==> src/rtl/wb_cmd_master.sv <==
// wb_cmd_master: valid/ready command stream to single classic Wishbone transfers with timeout abort
module wb_cmd_master #(
  parameter int AW      = 8,
  parameter int DW      = 32,
  parameter int TIMEOUT = 64
) (
  input  logic          clk,
  input  logic          rst_n,
  input  logic          cmd_valid,
  output logic          cmd_ready,
  input  logic          cmd_we,
  input  logic [AW-1:0] cmd_addr,
  input  logic [DW-1:0] cmd_wdata,
  output logic          rsp_valid,
  input  logic          rsp_ready,
  output logic [DW-1:0] rsp_rdata,
  output logic          rsp_err,
  output logic [7:0]    err_cnt,
  output logic [AW-1:0] wb_addr,
  output logic [DW-1:0] wb_wdata,
  input  logic [DW-1:0] wb_rdata,
  output logic          wb_we,
  output logic          wb_cyc,
  input  logic          wb_ack
);
  typedef enum logic [1:0] {IDLE, BUS, RESP} state_t;
  localparam logic [15:0] TO_LAST = 16'(TIMEOUT - 1);
  state_t        state_q, state_d;
  logic          wb_cyc_q, wb_cyc_d;
  logic          wb_we_q, wb_we_d;
  logic [AW-1:0] wb_addr_q, wb_addr_d;
  logic [DW-1:0] wb_wdata_q, wb_wdata_d;
  logic          rsp_valid_q, rsp_valid_d;
  logic [DW-1:0] rsp_rdata_q, rsp_rdata_d;
  logic          rsp_err_q, rsp_err_d;
  logic [7:0]    err_cnt_q, err_cnt_d;
  logic [15:0]   cnt_q, cnt_d;
  // State and output registers; reset drops wb_cyc without waiting for a clock
  always_ff @(posedge clk or negedge rst_n) begin
    if (!rst_n) begin
      state_q     <= IDLE;
      wb_cyc_q    <= 1'b0;
      wb_we_q     <= 1'b0;
      wb_addr_q   <= '0;
      wb_wdata_q  <= '0;
      rsp_valid_q <= 1'b0;
      rsp_rdata_q <= '0;
      rsp_err_q   <= 1'b0;
      err_cnt_q   <= '0;
      cnt_q       <= '0;
    end else begin
      state_q     <= state_d;
      wb_cyc_q    <= wb_cyc_d;
      wb_we_q     <= wb_we_d;
      wb_addr_q   <= wb_addr_d;
      wb_wdata_q  <= wb_wdata_d;
      rsp_valid_q <= rsp_valid_d;
      rsp_rdata_q <= rsp_rdata_d;
      rsp_err_q   <= rsp_err_d;
      err_cnt_q   <= err_cnt_d;
      cnt_q       <= cnt_d;
    end
  end
  // Transfer sequencing: launch, wait for ack or timeout (ack wins a tie), hold response
  always_comb begin
    state_d     = state_q;
    wb_cyc_d    = wb_cyc_q;
    wb_we_d     = wb_we_q;
    wb_addr_d   = wb_addr_q;
    wb_wdata_d  = wb_wdata_q;
    rsp_valid_d = rsp_valid_q;
    rsp_rdata_d = rsp_rdata_q;
    rsp_err_d   = rsp_err_q;
    err_cnt_d   = err_cnt_q;
    cnt_d       = cnt_q;
    case (state_q)
      IDLE: if (cmd_valid) begin
        state_d    = BUS;
        wb_cyc_d   = 1'b1;
        wb_we_d    = cmd_we;
        wb_addr_d  = cmd_addr;
        wb_wdata_d = cmd_wdata;
        cnt_d      = '0;
      end
      BUS: if (wb_ack) begin
        state_d     = RESP;
        wb_cyc_d    = 1'b0;
        rsp_valid_d = 1'b1;
        rsp_rdata_d = wb_we_q ? '0 : wb_rdata;
        rsp_err_d   = 1'b0;
      end else if (cnt_q == TO_LAST) begin
        state_d     = RESP;
        wb_cyc_d    = 1'b0;
        rsp_valid_d = 1'b1;
        rsp_rdata_d = '0;
        rsp_err_d   = 1'b1;
        err_cnt_d   = (err_cnt_q == 8'hFF) ? err_cnt_q : err_cnt_q + 8'd1;
      end else begin
        cnt_d = cnt_q + 16'd1;
      end
      RESP: if (rsp_ready) begin
        state_d     = IDLE;
        rsp_valid_d = 1'b0;
      end
      default: state_d = IDLE;
    endcase
  end
  assign cmd_ready = (state_q == IDLE);
  assign wb_cyc    = wb_cyc_q;
  assign wb_we     = wb_we_q;
  assign wb_addr   = wb_addr_q;
  assign wb_wdata  = wb_wdata_q;
  assign rsp_valid = rsp_valid_q;
  assign rsp_rdata = rsp_rdata_q;
  assign rsp_err   = rsp_err_q;
  assign err_cnt   = err_cnt_q;
endmodule

==> config.mk <==
export PLATFORM = sky130hd
export DESIGN_NAME = wb_cmd_master
export DESIGN_NICKNAME = d
export VERILOG_FILES = /design/src/rtl/wb_cmd_master.sv
export SDC_FILE = /design/constraint.sdc
export NUM_CORES = 1
export LEC_CHECK = 0
export ABC_CLOCK_PERIOD_IN_PS = 2000
export CORE_MARGIN = 2
export CORE_UTILIZATION = 45
export CTS_BUF_LIST = sky130_fd_sc_hd__clkbuf_4 sky130_fd_sc_hd__clkbuf_8
export DETAILED_ROUTE_END_ITERATION = 10
export PLACE_DENSITY = 0.82
export SLEW_MARGIN = 20
export SYNTH_ARGS = -nofsm -noshare
export SYNTH_HDL_FRONTEND = slang
export SYNTH_SLANG_ARGS = --single-unit
==> constraint.sdc <==
create_clock -name clk -period 2 [get_ports clk]
set_input_delay 0.2 -clock clk [delete_from_list [all_inputs] [get_ports clk]]
set_output_delay 0.2 -clock clk [all_outputs]
set_load 0.01 [all_outputs]
==> reports/metrics.yaml <==
status: "completed"
detail_route.wl_per_cell_um: 16.8
multi_input_area_um2: 1580
post-route-util_pct: 69.0
switchingPower_w: 0.00319
power_switching_share_pct: 35.6
finalCritPeriodShare_pct: 95.9
dr.pass1.iters: 4
viasPerCell: 5.42
hold_path.class: "in -> reg"
wl_um: 11600
ys_types: 42
drcViolationCount: 0
ys_seq_area_share_pct: 60.0
async_reset_ff_share_pct: 100
p_seq_share_pct: 38.4
arrival_ns: 2.22
power_frac_clock_pct: 14.4
synth_top_family_by_area: "simple AND/OR/NAND/NOR gates"
ys.flop_type: "dfrtp_1"
endpoint_kind: "register"
yosys-mux-area-fraction_pct: 0.736
ys_ff_latch: 102
tritoncts: "done"
final_cells: 695
reg2regPathDepth: 6
fin_nets: 660
grt_usage_pct: 23.9
netlist.area_leader.share_pct: 60.0
antenna_cells: 0
synth_area_um2: 4250
drtIter0Drc: 105
crit_type: "reg -> reg"
num_vias: 3765
ios: 163
initial_core_util_pct: 46.2
coreArea_um2: 9200
pwr-share-comb_pct: 47.2
area_growth_pct: 49.1
synthAdderAreaFrac_pct: 0.589
fillers: 691
die_w_um: 101
port_buffers: 162
synth_commonest_cells: "nand2_1 (138), dfrtp_1 (102), a22o_1 (28), nand3_1 (13), clkbuf_1 (12)"
drive_above_1_share_pct: 7.19
cts.sinks: 102
crit_chain: "ha_2 > and4bb_1 > a41o_1 > buf_4 > or4_1 > nand3_1"
clk_pin_slew_ns: 0.10
tns_ns: 0
powerDensity_nw_per_um2: 1410
cap_viol_max_count: 0
max_freq_ghz: 0.522
required_ns: 2.31
gp_congestion: 0.849
crit_buf_inv: 1
synth_edf_count: 0
slew_viol_final: 0
r2r_slack_ns: 0.08
yosys.area.top_type: "dfrtp_1"
syn-num-nets: 487
power.internal_w: 0.00577
max-slew-margin-rel_pct: 62.6
grt_pass1_wl_um: 19000
cp_top_family: "simple AND/OR/NAND/NOR gates"
cts_root_buffer: "clkbuf_8"
antenna_found_initial: 0
cp_max_fo: 8
critPathMaxStageDelay_ns: 0.49
clk_latency_ns: 0.38
vdd_drop_max_mv: 0.930
setup_violations: 0
slowest_stage: "or4_1"
dp_cells: 678
grt_pass1_vias: 3790
finalClockSkew_ns: 0.0163
ys_warn_count: 0
synth_most_common_cell: "nand2_1"
seqCellArea_um2: 2550
synth_compound_area_share_pct: 12.8
die_height_um: 101
syn_inst: 407
postSynthAreaPerCell_um2: 10.4
hpwl_um: 8450
cts_inserted_buffers: 9
synth_area_leaders: "dfrtp_1 (60%), nand2_1 (12%), a22o_1 (5.8%)"
rows: 35
cp-start-kind: "register"
holdPathStages: 3
report.final.hold_viol_count: 0
cp.depth: 6
cts_max_path_buffers: 2
grt_max_degree: 44
die_area_um2: 10200
overflow: 0
tightest_slew_ns: 0.560
ctsHtreeMaxLevel: 3
synthSimpleGateAreaFrac_pct: 21.5
p_leak_nw: 2.96
period_minus_slack_ns: 1.92
synth-xor-area-share_pct: 1.44
drtAntennaViolNets: 0
power groups by stage:
stage | clock network [W] | logic [W] | registers, W
final | 0.00129 | 0.00423 | 0.00343
after global routing | 0.00144 | 0.00462 | 0.00354
after CTS | 0.00133 | 0.00426 | 0.00344
after detailed placement | 0 | 0.00424 | 0.00347
after global placement | 0 | 0.00412 | 0.00342
after floorplan | 0 | 0.00146 | 0.00377
sequential cells by signal (all words and copies together), names as in the netlist:
register	cells
state_q	2
wb_addr	8
rsp_valid	1
err_cnt	8
wb_cyc	1
wb_wdata	32
cnt_q	16
rsp_err	1
wb_we	1
rsp_rdata	32
final timing paths:
path / startpoint / endpoint
worst max-delay path: cnt_q[1] / cnt_q[4]
worst min-delay path: cmd_wdata[19] / wb_wdata[19]
worst max register to register: cnt_q[1] / cnt_q[4]
worst min register to register: wb_wdata[10] / wb_wdata[10]
max in group asynchronous: rst_n / wb_wdata[7]
min in group asynchronous: rst_n / wb_wdata[5]
cell usage in the layout (no fill, tap or decap), types with 2 or more instances in the layout:
cell,instances
clkdlybuf4s50_1,161
nand2_1,138
dfrtp_1,102
a22o_1,28
buf_4,14
nand3_1,13
nand4_1,10
clkbuf_8,9
o211ai_1,8
and3_1,7
xor2_1,7
nor2_1,6
inv_1,6
o31ai_1,6
buf_12,6
a21o_1,5
o311ai_1,5
nor3_1,4
a21oi_1,4
and4b_1,4
or4_1,3
nor4_2,2
nor4_1,2
and2_1,2
o31a_1,2
mux2i_1,2
o21ai_0,2
clkinvlp_4,2
cell type report:
type                       count  share of cell area [%]
timing repair buffer         183                    29.3
clock buffer                  10                    2.07
inverter                       6                   0.355
sequential                   102                    40.3
clock inverter                 5                   0.927
multi-input combinational    278                    24.9
tap                          111                    2.19
through the flow:
stage	instance area, um^2	total power, W	hold slack, ns	worst slack (ns)
3_3_place_gp	6130	0.00754	0.231	0.132
6_report	6340	0.00896	0.341	0.0826
3_5_place_dp	6130	0.00771	0.235	0.0895
2_1_floorplan	4250	0.00523	-0.0956	0.178
4_1_cts	6330	0.00903	0.329	0.0450
5_1_grt	6340	0.00961	0.328	-0.00694
worst min-delay path: cells and delay by family:
kind,cells,cell delay (ns)
buf+inv,1,0.40
simple gates,2,0.10
layer usage:
| metal | vias up | GRT usage (%) | wire length [um] | share of wire, % |
|---|---|---|---|---|
| li1 | 1776 | - | - | - |
| met1 | 1808 | 30.5 | 4650 | 40 |
| met2 | 149 | 38.3 | 5890 | 51 |
| met3 | 32 | 5.94 | 726 | 6.2 |
| met4 | 0 | 11.7 | 374 | 3.2 |
| met5 | - | 0 | 0 | 0 |
cells by family (layout without fill, tap and decap cells):
kind of cell,after synthesis,count (layout)
xor+xnor,7,7
mux,3,3
fa+ha+maj,2,2
flops,102,102
simple gates,198,198
compound gates,68,68
buf+inv,27,204
repair_timing:
item                       CTS  global route
setup endpoints to repair    0             5
resized for setup            0             2
hold buffers                 1             0
setup buffers                0             1
hold endpoints to repair    40             0
No activity file was read; power rests on OpenSTA's default activity.
